--- src/rtl/frogger_game_ctrl_pkg.sv ---
// -----------------------------------------------------------------------------
// frogger_game_ctrl_pkg
// Shared types and constants for the Frogger game-level sequencer:
// state encoding, field widths and the saturation limits for score and level.
// No ports.
// -----------------------------------------------------------------------------
package frogger_game_ctrl_pkg;

    localparam int ROW_W   = 6;
    localparam int LIVES_W = 2;
    localparam int LEVEL_W = 4;
    localparam int SCORE_W = 10;
    localparam int SPEED_W = 4;
    localparam int FRAME_W = 8;

    localparam logic [LEVEL_W-1:0] LEVEL_MAX = 4'd15;
    localparam logic [SCORE_W-1:0] SCORE_MAX = 10'd1023;

    typedef enum logic [2:0] {
        ST_IDLE      = 3'd0,
        ST_PLAY      = 3'd1,
        ST_DEATH     = 3'd2,
        ST_WIN       = 3'd3,
        ST_GAME_OVER = 3'd4
    } state_t;

    // One extra bit holds the carry so the clamp needs a single compare.
    function automatic logic [SCORE_W-1:0] score_add(input logic [SCORE_W-1:0] a,
                                                     input logic [SCORE_W-1:0] b);
        logic [SCORE_W:0] sum;
        sum = {1'b0, a} + {1'b0, b};
        return sum[SCORE_W] ? SCORE_MAX : sum[SCORE_W-1:0];
    endfunction

    function automatic logic [LEVEL_W-1:0] level_inc(input logic [LEVEL_W-1:0] lvl);
        return (lvl == LEVEL_MAX) ? LEVEL_MAX : lvl + LEVEL_W'(1);
    endfunction

endpackage

--- src/rtl/frogger_game_ctrl_if.sv ---
// -----------------------------------------------------------------------------
// frogger_game_ctrl_if
// Bundle between the game sequencer and the rest of the game.
//   i_Frame_Tick  frame pulse          o_Frog_Reset  respawn pulse
//   i_Start       start pulse          o_Freeze      movers hold
//   i_Collided    collision flag       o_State       FSM state (HUD/debug)
//   i_Frogger_Y   frog row             o_Lives / o_Level / o_Score / o_Car_Speed
// Modports: slave = the sequencer, master = whatever drives the inputs.
// -----------------------------------------------------------------------------
interface frogger_game_ctrl_if;
    import frogger_game_ctrl_pkg::*;

    logic               i_Frame_Tick;
    logic               i_Start;
    logic               i_Collided;
    logic [ROW_W-1:0]   i_Frogger_Y;
    logic               o_Frog_Reset;
    logic               o_Freeze;
    logic [2:0]         o_State;
    logic [LIVES_W-1:0] o_Lives;
    logic [LEVEL_W-1:0] o_Level;
    logic [SCORE_W-1:0] o_Score;
    logic [SPEED_W-1:0] o_Car_Speed;

    modport slave (
        input  i_Frame_Tick, i_Start, i_Collided, i_Frogger_Y,
        output o_Frog_Reset, o_Freeze, o_State, o_Lives, o_Level, o_Score, o_Car_Speed
    );

    modport master (
        output i_Frame_Tick, i_Start, i_Collided, i_Frogger_Y,
        input  o_Frog_Reset, o_Freeze, o_State, o_Lives, o_Level, o_Score, o_Car_Speed
    );
endinterface

--- src/rtl/frogger_game_ctrl_frame_timer.sv ---
// -----------------------------------------------------------------------------
// frogger_game_ctrl_frame_timer
// Loadable down-counter stepped by the frame tick, with a terminal-count flag.
//   i_Clk, i_Rst  clock, async active-high reset (count cleared)
//   i_Load        load i_Load_Val this cycle (wins over a tick)
//   i_Load_Val    frames to count
//   i_Tick        frame pulse; decrements while the count is nonzero
//   o_Done        high on the tick that takes the count from 1 to 0
// -----------------------------------------------------------------------------
module frogger_game_ctrl_frame_timer #(
    parameter int W = 8
) (
    input  logic         i_Clk,
    input  logic         i_Rst,
    input  logic         i_Load,
    input  logic [W-1:0] i_Load_Val,
    input  logic         i_Tick,
    output logic         o_Done
);

    logic [W-1:0] r_count;

    always_ff @(posedge i_Clk or posedge i_Rst) begin
        if (i_Rst) begin
            r_count <= '0;
        end else if (i_Load) begin
            r_count <= i_Load_Val;
        end else if (i_Tick && (r_count != '0)) begin
            r_count <= r_count - W'(1);
        end
    end

    assign o_Done = i_Tick && !i_Load && (r_count == W'(1));

endmodule

--- src/rtl/frogger_game_ctrl.sv ---
// -----------------------------------------------------------------------------
// frogger_game_ctrl
// Game-level sequencer: owns lives, level, score and the play/death/win/
// game-over flow; pulses frog respawn, freezes the movers during animations
// and derives car speed from the level.
// Ports:
//   i_Clk   system clock
//   i_Rst   asynchronous, active-high reset
//   io_Bus  frogger_game_ctrl_if.slave (frame tick, start, collision, frog Y in;
//           respawn, freeze, state, lives, level, score, car speed out)
// Build option:
//   FROGGER_INVULN_EN  after each respawn, collisions are ignored for
//                      INVULN_FRAMES frame ticks.
//
// state        | meaning
// -------------+----------------------------------------------------------
// ST_IDLE      | after reset, movers frozen, waiting for start
// ST_PLAY      | frog live; collision > goal > row progress
// ST_DEATH     | death animation, DEATH_FRAMES ticks, then respawn/game over
// ST_WIN       | level-complete animation, WIN_FRAMES ticks, then respawn
// ST_GAME_OVER | no lives left, frozen, waiting for start
// -----------------------------------------------------------------------------
module frogger_game_ctrl
    import frogger_game_ctrl_pkg::*;
#(
    parameter int LIVES        = 3,
    parameter int GOAL_ROW     = 0,
    parameter int START_ROW    = 14,
    parameter int DEATH_FRAMES = 30,
    parameter int WIN_FRAMES   = 20,
    parameter int SCORE_STEP   = 1,
    parameter int SCORE_GOAL   = 50,
    parameter int BASE_SPEED   = 12
`ifdef FROGGER_INVULN_EN
    ,
    parameter int INVULN_FRAMES = 60
`endif
) (
    input  logic                 i_Clk,
    input  logic                 i_Rst,
    frogger_game_ctrl_if.slave   io_Bus
);

    state_t               r_state;
    state_t               w_state_nxt;
    logic [LIVES_W-1:0]   r_lives,    w_lives_nxt;
    logic [LEVEL_W-1:0]   r_level,    w_level_nxt;
    logic [SCORE_W-1:0]   r_score,    w_score_nxt;
    logic [ROW_W-1:0]     r_best_row, w_best_row_nxt;
    logic                 r_frog_reset;
    logic                 r_freeze;
    logic [SPEED_W-1:0]   r_car_speed, w_car_speed;

    logic                 w_respawn;
    logic                 w_new_game;
    logic                 w_timer_load;
    logic [FRAME_W-1:0]   w_timer_val;
    logic                 w_timer_done;
    logic                 w_guard_active;

    // One timer serves both DEATH and WIN; it is reloaded on each entry.
    frogger_game_ctrl_frame_timer #(.W(FRAME_W)) u_anim_timer (
        .i_Clk      (i_Clk),
        .i_Rst      (i_Rst),
        .i_Load     (w_timer_load),
        .i_Load_Val (w_timer_val),
        .i_Tick     (io_Bus.i_Frame_Tick),
        .o_Done     (w_timer_done)
    );

`ifdef FROGGER_INVULN_EN
    logic               w_guard_done;
    logic               w_guard_load;
    logic [FRAME_W-1:0] w_guard_val;
    logic               r_guard_active;

    // A fresh game starts unguarded; only respawns from DEATH/WIN arm the guard.
    assign w_guard_load = w_respawn | w_new_game;
    assign w_guard_val  = w_respawn ? FRAME_W'(INVULN_FRAMES) : '0;

    frogger_game_ctrl_frame_timer #(.W(FRAME_W)) u_guard_timer (
        .i_Clk      (i_Clk),
        .i_Rst      (i_Rst),
        .i_Load     (w_guard_load),
        .i_Load_Val (w_guard_val),
        .i_Tick     (io_Bus.i_Frame_Tick),
        .o_Done     (w_guard_done)
    );

    always_ff @(posedge i_Clk or posedge i_Rst) begin
        if (i_Rst) begin
            r_guard_active <= 1'b0;
        end else if (w_guard_load) begin
            r_guard_active <= (w_guard_val != '0);
        end else if (w_guard_done) begin
            r_guard_active <= 1'b0;
        end
    end

    assign w_guard_active = r_guard_active;
`else
    assign w_guard_active = 1'b0;
`endif

    always_ff @(posedge i_Clk or posedge i_Rst) begin
        if (i_Rst) begin
            r_state <= ST_IDLE;
        end else begin
            r_state <= w_state_nxt;
        end
    end

    always_comb begin
        w_state_nxt    = r_state;
        w_lives_nxt    = r_lives;
        w_level_nxt    = r_level;
        w_score_nxt    = r_score;
        w_best_row_nxt = r_best_row;
        w_respawn      = 1'b0;
        w_new_game     = 1'b0;
        w_timer_load   = 1'b0;
        w_timer_val    = '0;

        case (r_state)
            ST_IDLE, ST_GAME_OVER: begin
                if (io_Bus.i_Start) begin
                    w_state_nxt    = ST_PLAY;
                    w_new_game     = 1'b1;
                    w_lives_nxt    = LIVES_W'(LIVES);
                    w_level_nxt    = '0;
                    w_score_nxt    = '0;
                    w_best_row_nxt = ROW_W'(START_ROW);
                end
            end
            ST_PLAY: begin
                if (io_Bus.i_Collided && !w_guard_active) begin
                    w_state_nxt  = ST_DEATH;
                    w_lives_nxt  = (r_lives == '0) ? '0 : r_lives - LIVES_W'(1);
                    w_timer_load = 1'b1;
                    w_timer_val  = FRAME_W'(DEATH_FRAMES);
                end else if (io_Bus.i_Frogger_Y == ROW_W'(GOAL_ROW)) begin
                    w_state_nxt  = ST_WIN;
                    w_score_nxt  = score_add(r_score, SCORE_W'(SCORE_GOAL));
                    w_level_nxt  = level_inc(r_level);
                    w_timer_load = 1'b1;
                    w_timer_val  = FRAME_W'(WIN_FRAMES);
                end else if (io_Bus.i_Frogger_Y < r_best_row) begin
                    w_best_row_nxt = io_Bus.i_Frogger_Y;
                    w_score_nxt    = score_add(r_score, SCORE_W'(SCORE_STEP));
                end
            end
            ST_DEATH, ST_WIN: begin
                if (w_timer_done) begin
                    if ((r_state == ST_DEATH) && (r_lives == '0)) begin
                        w_state_nxt = ST_GAME_OVER;
                    end else begin
                        w_state_nxt    = ST_PLAY;
                        w_respawn      = 1'b1;
                        w_best_row_nxt = ROW_W'(START_ROW);
                    end
                end
            end
            default: begin
                w_state_nxt = ST_IDLE;
            end
        endcase
    end

    // Speed follows the registered level, so it trails a level change by a cycle.
    always_comb begin
        if (int'(r_level) >= BASE_SPEED - 1) begin
            w_car_speed = SPEED_W'(1);
        end else begin
            w_car_speed = SPEED_W'(BASE_SPEED - int'(r_level));
        end
    end

    always_ff @(posedge i_Clk or posedge i_Rst) begin
        if (i_Rst) begin
            r_lives      <= '0;
            r_level      <= '0;
            r_score      <= '0;
            r_best_row   <= ROW_W'(START_ROW);
            r_frog_reset <= 1'b0;
            r_freeze     <= 1'b1;
            r_car_speed  <= SPEED_W'(BASE_SPEED);
        end else begin
            r_lives      <= w_lives_nxt;
            r_level      <= w_level_nxt;
            r_score      <= w_score_nxt;
            r_best_row   <= w_best_row_nxt;
            r_frog_reset <= w_respawn | w_new_game;
            r_freeze     <= (w_state_nxt != ST_PLAY);
            r_car_speed  <= w_car_speed;
        end
    end

    assign io_Bus.o_State      = r_state;
    assign io_Bus.o_Lives      = r_lives;
    assign io_Bus.o_Level      = r_level;
    assign io_Bus.o_Score      = r_score;
    assign io_Bus.o_Frog_Reset = r_frog_reset;
    assign io_Bus.o_Freeze     = r_freeze;
    assign io_Bus.o_Car_Speed  = r_car_speed;

endmodule

--- src/flat_wrapper.sv ---
// flat-port wrapper written by rule: the top's interface ports become plain ports
module frogger_game_ctrl_flat import frogger_game_ctrl_pkg::*;
#(
    parameter int LIVES        = 3,
    parameter int GOAL_ROW     = 0,
    parameter int START_ROW    = 14,
    parameter int DEATH_FRAMES = 30,
    parameter int WIN_FRAMES   = 20,
    parameter int SCORE_STEP   = 1,
    parameter int SCORE_GOAL   = 50,
    parameter int BASE_SPEED   = 12

)
  (i_Clk, i_Rst, io_Bus_i_Frame_Tick, io_Bus_i_Start, io_Bus_i_Collided, io_Bus_i_Frogger_Y, io_Bus_o_Frog_Reset, io_Bus_o_Freeze, io_Bus_o_State, io_Bus_o_Lives, io_Bus_o_Level, io_Bus_o_Score, io_Bus_o_Car_Speed);
  frogger_game_ctrl_if io_Bus_i ();
  input  logic i_Clk;
  input  logic i_Rst;
  input wire logic [$bits(io_Bus_i.i_Frame_Tick)-1:0] io_Bus_i_Frame_Tick;
  input wire logic [$bits(io_Bus_i.i_Start)-1:0] io_Bus_i_Start;
  input wire logic [$bits(io_Bus_i.i_Collided)-1:0] io_Bus_i_Collided;
  input wire logic [$bits(io_Bus_i.i_Frogger_Y)-1:0] io_Bus_i_Frogger_Y;
  output wire logic [$bits(io_Bus_i.o_Frog_Reset)-1:0] io_Bus_o_Frog_Reset;
  output wire logic [$bits(io_Bus_i.o_Freeze)-1:0] io_Bus_o_Freeze;
  output wire logic [$bits(io_Bus_i.o_State)-1:0] io_Bus_o_State;
  output wire logic [$bits(io_Bus_i.o_Lives)-1:0] io_Bus_o_Lives;
  output wire logic [$bits(io_Bus_i.o_Level)-1:0] io_Bus_o_Level;
  output wire logic [$bits(io_Bus_i.o_Score)-1:0] io_Bus_o_Score;
  output wire logic [$bits(io_Bus_i.o_Car_Speed)-1:0] io_Bus_o_Car_Speed;
  assign io_Bus_i.i_Frame_Tick = io_Bus_i_Frame_Tick;
  assign io_Bus_i.i_Start = io_Bus_i_Start;
  assign io_Bus_i.i_Collided = io_Bus_i_Collided;
  assign io_Bus_i.i_Frogger_Y = io_Bus_i_Frogger_Y;
  assign io_Bus_o_Frog_Reset = io_Bus_i.o_Frog_Reset;
  assign io_Bus_o_Freeze = io_Bus_i.o_Freeze;
  assign io_Bus_o_State = io_Bus_i.o_State;
  assign io_Bus_o_Lives = io_Bus_i.o_Lives;
  assign io_Bus_o_Level = io_Bus_i.o_Level;
  assign io_Bus_o_Score = io_Bus_i.o_Score;
  assign io_Bus_o_Car_Speed = io_Bus_i.o_Car_Speed;
  frogger_game_ctrl #(.LIVES(LIVES), .GOAL_ROW(GOAL_ROW), .START_ROW(START_ROW), .DEATH_FRAMES(DEATH_FRAMES), .WIN_FRAMES(WIN_FRAMES), .SCORE_STEP(SCORE_STEP), .SCORE_GOAL(SCORE_GOAL), .BASE_SPEED(BASE_SPEED)) u_core (.i_Clk(i_Clk), .i_Rst(i_Rst), .io_Bus(io_Bus_i));
endmodule
--- config.mk ---
export PLATFORM = sky130hd
export DESIGN_NAME = frogger_game_ctrl_flat
export DESIGN_NICKNAME = d
export VERILOG_FILES = /design/src/rtl/frogger_game_ctrl_pkg.sv /design/src/rtl/frogger_game_ctrl_if.sv /design/src/rtl/frogger_game_ctrl_frame_timer.sv /design/src/rtl/frogger_game_ctrl.sv /design/src/flat_wrapper.sv
export SDC_FILE = /design/constraint.sdc
export NUM_CORES = 1
export LEC_CHECK = 0
export BUFFER_PORTS_ARGS = -buffer_cell sky130_fd_sc_hd__buf_2
export CAP_MARGIN = 5
export CORE_MARGIN = 4
export CORE_UTILIZATION = 52
export CTS_CLUSTER_DIAMETER = 120
export DETAILED_ROUTE_END_ITERATION = 7
export PLACE_DENSITY_LB_ADDON = 0.12
export SYNTH_ARGS = -nofsm -noshare
export SYNTH_HDL_FRONTEND = slang
export SYNTH_SLANG_ARGS = --single-unit
--- constraint.sdc ---
create_clock -name i_Clk -period 2.31 [get_ports i_Clk]
set_input_delay 0.231 -clock i_Clk [delete_from_list [all_inputs] [get_ports i_Clk]]
set_output_delay 0.231 -clock i_Clk [all_outputs]
set_load 0.02 [all_outputs]
==> results_dict.tcl, run 1 <==
set metrics [dict create \
    clkLatencyLatePin_ns 0.30 \
    fin_crit_sh_pct 91.2 \
    finalNonFillerCells 393 \
    worst_pin_slew_ns 0.547 \
    p_leak_uw 0.00134 \
    start_kind "flip-flop" \
    drtPass1Iterations 5 \
    hold_viol 0 \
    synthTopCellsByArea "dfrtp_1 33%, dfstp_2 6.2%, ha_1 5.9%" \
    syn_to_final_growth_pct 18.7 \
    mostFrequentLayoutCells "35 x buf_2, 33 x dfrtp_1, 25 x nand2_1" \
    cts_hold_buffers 0 \
    ff2ff_setup_slack_ns 0.20 \
    cp.buffers_inverters 1 \
    syn_inst 273 \
    vias 2335 \
    synth_top_area_cell "dfrtp_1" \
    dpl.hpwl_mm 4.32 \
    drive_gt1_share_pct 25.8 \
    power_uw 3160 \
    worstRegToRegCells 6 \
    core_um2 4720 \
    status "finished clean" \
    place.gp.congestion 0.870 \
    slowest_stage "dfstp_2" \
    layout_commonest_cell "buf_2" \
    crit_chain "inv_1 > ha_1 > a21oi_1 > o221ai_1 > a21oi_2 > mux2_2" \
    slowest_delay_ns 0.52 \
    setup_tns_ns 0 \
    antenna_found_initial 0 \
    grt_pass1_wl_mm 10.5 \
    drt-initial-drc-count 227 \
    rsz0062_at_grt "no" \
    seq_area_frac_synth_pct 38.9 \
    slew_violations 0 \
    dieArea_um2 6050 \
    yosysTopAreaCellShare_pct 32.6 \
    async_reset_ff_share_pct 100 \
    antenna_cells 0 \
    postCtsSetupBuffers 0 \
    clk_pin_slew_ns 0.08 \
    netlist_area_um2 2530 \
    wl_mm 5.97 \
    syn-num-nets 296 \
    gr-usage-all-layers_pct 21.3 \
    cp_max_fo 5 \
    nets 348 \
    period_minus_slack_ns 2.11 \
    cts_tree "yes" \
    postCtsResizedCells 0 \
    hold_path_class "input pin to asynchronous set/reset pin" \
    place_inst 385 \
    start_util_pct 53.6 \
    clock_sinks 39 \
    cp_top_family "compound AO/OA/AOI/OAI gates" \
    ctsRootBufferMaster "clkbuf_8" \
    power_density_nw_per_um2 1050 \
    die_y_um 77.8 \
    fmax_mhz 475 \
    grt_max_degree 40 \
    clockBufferDepth 2 \
    num_rows 25 \
    ys.flop_type "dfrtp_1" \
    end_kind "flip-flop" \
    crit_type "flip-flop to flip-flop" \
    synth-edff-count 0 \
    synth-seq-cells 39 \
    overflow 0 \
    cp.required_ns 2.49 \
    fp.dieW_um 77.8 \
    regArea_um2 983 \
    ys_types 58 \
    cts_made_buffers 5 \
    io_pins 36 \
    final.fill_count 410 \
    post_drt_wl_per_cell_um 15.2 \
    port_buffers 35 \
    vdd_drop_max_mv 0.634 \
    slew_headroom_pct 63.4 \
    cp.depth 6 \
    multi_input_area_um2 1430 \
    vias_per_cell 5.94 \
    arrival_ns 2.29 \
    final-setup-viol-count 0 \
    synth_warnings 0 \
    ant_nets 0 \
    maxCapViolCount 0 \
    post-route-drc-count 0 \
    grt_pass1_vias 2200 \
    cts_max_level 2 \
    avgSynthCellArea_um2 9.27 \
    fin_worst_skew_ns 0.00688 \
]
## metrics by stage
stage	area [um^2]	hold WS (ns)	worst slack, ns	util [%]
finish	3000	0.0357	0.203	63.6
detailed placement	2890	0.377	0.205	61.2
global placement	2890	0.375	0.247	61.2
floorplan	2530	0.368	0.120	-
CTS	3000	0.0539	0.199	63.6
global route	3000	0.0783	0.0387	63.6
## worst register-to-register path, cell delays in order, from the launching register on
cell	delay, ns
dfstp_2	0.52
inv_1	0.04
ha_1	0.29
a21oi_1	0.17
o221ai_1	0.26
a21oi_2	0.34
mux2_2	0.37
## layout make-up
class	instances	share of cell area (%)
clock buffer	6	2.42
clock inverter	2	1.25
inverter	18	2.25
multi-input combinational	205	47.5
sequential	39	32.7
tap	67	2.79
timing repair buffer	56	11.1
## flip-flops by register name (all words and copies together) (netlist names)
signal	cells
u_core.io_Bus.o_Frog_Reset	1
u_core.io_Bus.o_Car_Speed	4
u_core.r_best_row	6
u_core.io_Bus.o_Freeze	1
u_core.io_Bus.o_Lives	2
u_core.u_anim_timer.r_count	8
u_core.io_Bus.o_State	3
u_core.io_Bus.o_Score	10
u_core.io_Bus.o_Level	4
## cell usage after synthesis (3+ instances only)
master     count
a2bb2oi_1      6
nor2_1        22
and3_1         3
nand2b_1       4
nor3_1         7
o21ai_0       16
mux2i_1        7
buf_2          7
nor4_1         7
clkbuf_1       3
ha_1          12
or3_1          3
dfstp_2        6
and4_1         3
nand3_1        7
o211ai_1       3
xnor2_1        7
a21oi_1       18
a211o_1        4
o221ai_1       3
nand4_1        3
a221oi_1       3
nand2_1       25
dfrtp_1       33
inv_1         18
## logic make-up (layout without fill, tap and decap cells)
group | count (synthesis) | after routing | share of synthesized area, %
muxes | 8 | 8 | 3.21
DFF | 39 | 39 | 38.9
and+or+nand+nor | 99 | 99 | 21.7
adders and majority gates | 12 | 12 | 5.93
AOI/OAI and AO/OA | 77 | 77 | 22.4
buffers and inverters | 29 | 82 | 4.80
xor gates and xnor gates | 9 | 9 | 3.12
## worst paths after layout
check,endpoint,startpoint
max reg2reg,u_core.io_Bus.o_Score[1],u_core.r_best_row[3]
min,u_core.io_Bus.o_Frog_Reset,i_Rst
max,u_core.io_Bus.o_Score[1],u_core.r_best_row[3]
min reg2reg,u_core.r_best_row[3],u_core.r_best_row[3]
max in group asynchronous,u_core.r_best_row[3],i_Rst
min in group i_Clk,u_core.r_best_row[0],io_Bus_i_Frogger_Y[0]
## layer usage
layer  vias to the layer above  GRT usage [%]  share of wire [%]
li1                       1118              -                  -
met1                      1116           29.0                 46
met2                        87           34.0                 46
met3                        14           4.06                5.5
met4                         0           6.94                1.7
met5                         -              0                  0
## where the power goes
| part | internal (uW) | switching (uW) |
|---|---|---|
| Clock | 322 | 247 |
| Sequential | 936 | 282 |
| Combinational | 567 | 805 |
No activity file was read; power rests on OpenSTA's default activity.
==> run 2: changes to the inputs <==
CORE_UTILIZATION = 55   (was 52)
HOLD_SLACK_MARGIN = 0.02   (was not set)
REMOVE_ABC_BUFFERS = 1   (was not set)
clock period = 2.1 ns   (was 2.31 ns; I/O delays follow)
==> run 2 against run 1 <==
Net effect: worst hold slack worse by 0.010 ns; die area down 4.9%; cell count down 2.3%; flip-flop and latch count is the same; fmax grew 6.0%; register-to-register slack worse by 0.09 ns; design area rose by 3.3%; sequential share of layout area shrank 1.0 points; sequential power grew 5%; clock skew decreased by 0.0017 ns; critical endpoint is now u_core.r_best_row[3]; largest power group unchanged.
==> results_dict.tcl, run 2 (synthesis results as in run 1) <==
set metrics [dict create \
    die_y_um 75.8 \
    post_drt_wl_per_cell_um 15.9 \
    slew_headroom_pct 67.3 \
    core_um2 4410 \
    nets 354 \
    postCtsSetupBuffers 0 \
    status "finished clean" \
    clkLatencyLatePin_ns 0.29 \
    ant_nets 0 \
    multi_input_area_um2 1480 \
    grt_max_degree 40 \
    vias_per_cell 6.04 \
    syn_to_final_growth_pct 22.6 \
    layout_commonest_cell "buf_2" \
    port_buffers 35 \
    drt-initial-drc-count 127 \
    timing.final.ws_setup_ns 0.111 \
    final.fill_count 344 \
    slew_violations 0 \
    cp.required_ns 2.32 \
    crit_type "flip-flop to flip-flop" \
    worst_pin_slew_ns 0.491 \
    vdd_drop_max_mv 0.780 \
    gr-usage-all-layers_pct 22.9 \
    hold_ws_ns 0.0252 \
    start_util_pct 57.3 \
    hold_path_class "input pin to asynchronous set/reset pin" \
    antenna_found_initial 0 \
    cts_hold_buffers 0 \
    place_ws_ns 0.00294 \
    cts_tree "yes" \
    grt_pass1_wl_mm 10.1 \
    finalNonFillerCells 384 \
    overflow 0 \
    largest_register_ffs 10 \
    mostFrequentLayoutCells "35 x buf_2, 33 x dfrtp_1, 26 x buf_4" \
    io_pins 36 \
    dieArea_um2 5750 \
    place.gp.congestion 0.900 \
    regArea_um2 983 \
    clk_pin_slew_ns 0.08 \
    grt_pass1_vias 2178 \
    fp.dieW_um 75.8 \
    vias 2320 \
    cts_made_buffers 5 \
    num_rows 24 \
    fmax_mhz 503 \
    hold_viol 0 \
    cp_max_fo 6 \
    ctsRootBufferMaster "clkbuf_8" \
    post-route-drc-count 0 \
    period_minus_slack_ns 1.99 \
    start_kind "flip-flop" \
    fin_worst_skew_ns 0.00517 \
    p_leak_uw 0.00139 \
    arrival_ns 2.21 \
    clockBufferDepth 2 \
    antenna_cells 0 \
    end_kind "flip-flop" \
    fin_crit_sh_pct 94.7 \
    dpl.hpwl_mm 4.47 \
    place_inst 376 \
    cts_max_level 2 \
    clock_sinks 39 \
    power_density_nw_per_um2 1190 \
    drive_gt1_share_pct 29.2 \
    maxCapViolCount 0 \
    drtPass1Iterations 4 \
    final-setup-viol-count 0 \
    wl_mm 6.12 \
]
-- run 2: power by group --
group,internal (uW),switching (uW)
combinational,713,1010
clock,391,283
sequential,1030,255
-- run 2: worst max-delay path, cell delays in order, from the launching register on --
cell	delay [ns]
dfstp_2	0.53
inv_1	0.05
ha_1	0.31
a21oi_4	0.18
o221ai_4	0.18
buf_6	0.16
a21oi_4	0.27
mux2i_1	0.24
-- run 2: timing repair --
item	4_1_cts	5_1_grt
gates resized for setup	1	9
pin swaps	0	4
setup endpoints to repair	4	12
-- run 2: routing by layer --
layer	global-route usage (%)	up-vias	part of all wire [%]	routed length [um]
li1	-	1131	-	-
met1	30.4	1087	43	2640
met2	37.5	91	49	2980
met3	4.75	11	6.7	412
met4	6.80	0	1.4	88
met5	0	-	0	0
-- run 2: layout make-up --
cell class / instances / share of cell area [%]
multi-input combinational: 205 / 47.8
clock buffer: 6 / 2.66
tap: 52 / 2.10
clock inverter: 2 / 1.25
sequential: 39 / 31.7
timing repair buffer: 62 / 12.3
inverter: 18 / 2.18
-- run 2: worst paths after layout --
| path | startpoint | endpoint | slack (ns) | depth (start not counted) |
|---|---|---|---|---|
| worst max-delay path | u_core.r_best_row[1] | u_core.r_best_row[3] | 0.11 | 7 |
| worst min-delay path | i_Rst | u_core.io_Bus.o_Frog_Reset | 0.03 | 3 |
| worst max register to register | u_core.r_best_row[1] | u_core.r_best_row[3] | 0.11 | 7 |
| worst min register to register | u_core.r_best_row[1] | u_core.r_best_row[1] | 0.50 | 2 |
| max in group asynchronous | i_Rst | u_core.r_best_row[2] | 1.71 | 3 |
| min in group i_Clk | io_Bus_i_Frogger_Y[0] | u_core.r_best_row[0] | 0.18 | 3 |
-- run 2: through the flow --
stage / util [%] / power, uW / TNS [ns] / cell area [um^2]
after floorplan: - / 2340 / -0.0898 / 2480
after global placement: 66.1 / 2900 / 0 / 2920
after detailed placement: 66.1 / 2930 / 0 / 2920
after CTS: 69.0 / 3620 / 0 / 3050
after global routing: 70.3 / 3960 / -0.00471 / 3100
final: 70.3 / 3680 / 0 / 3100
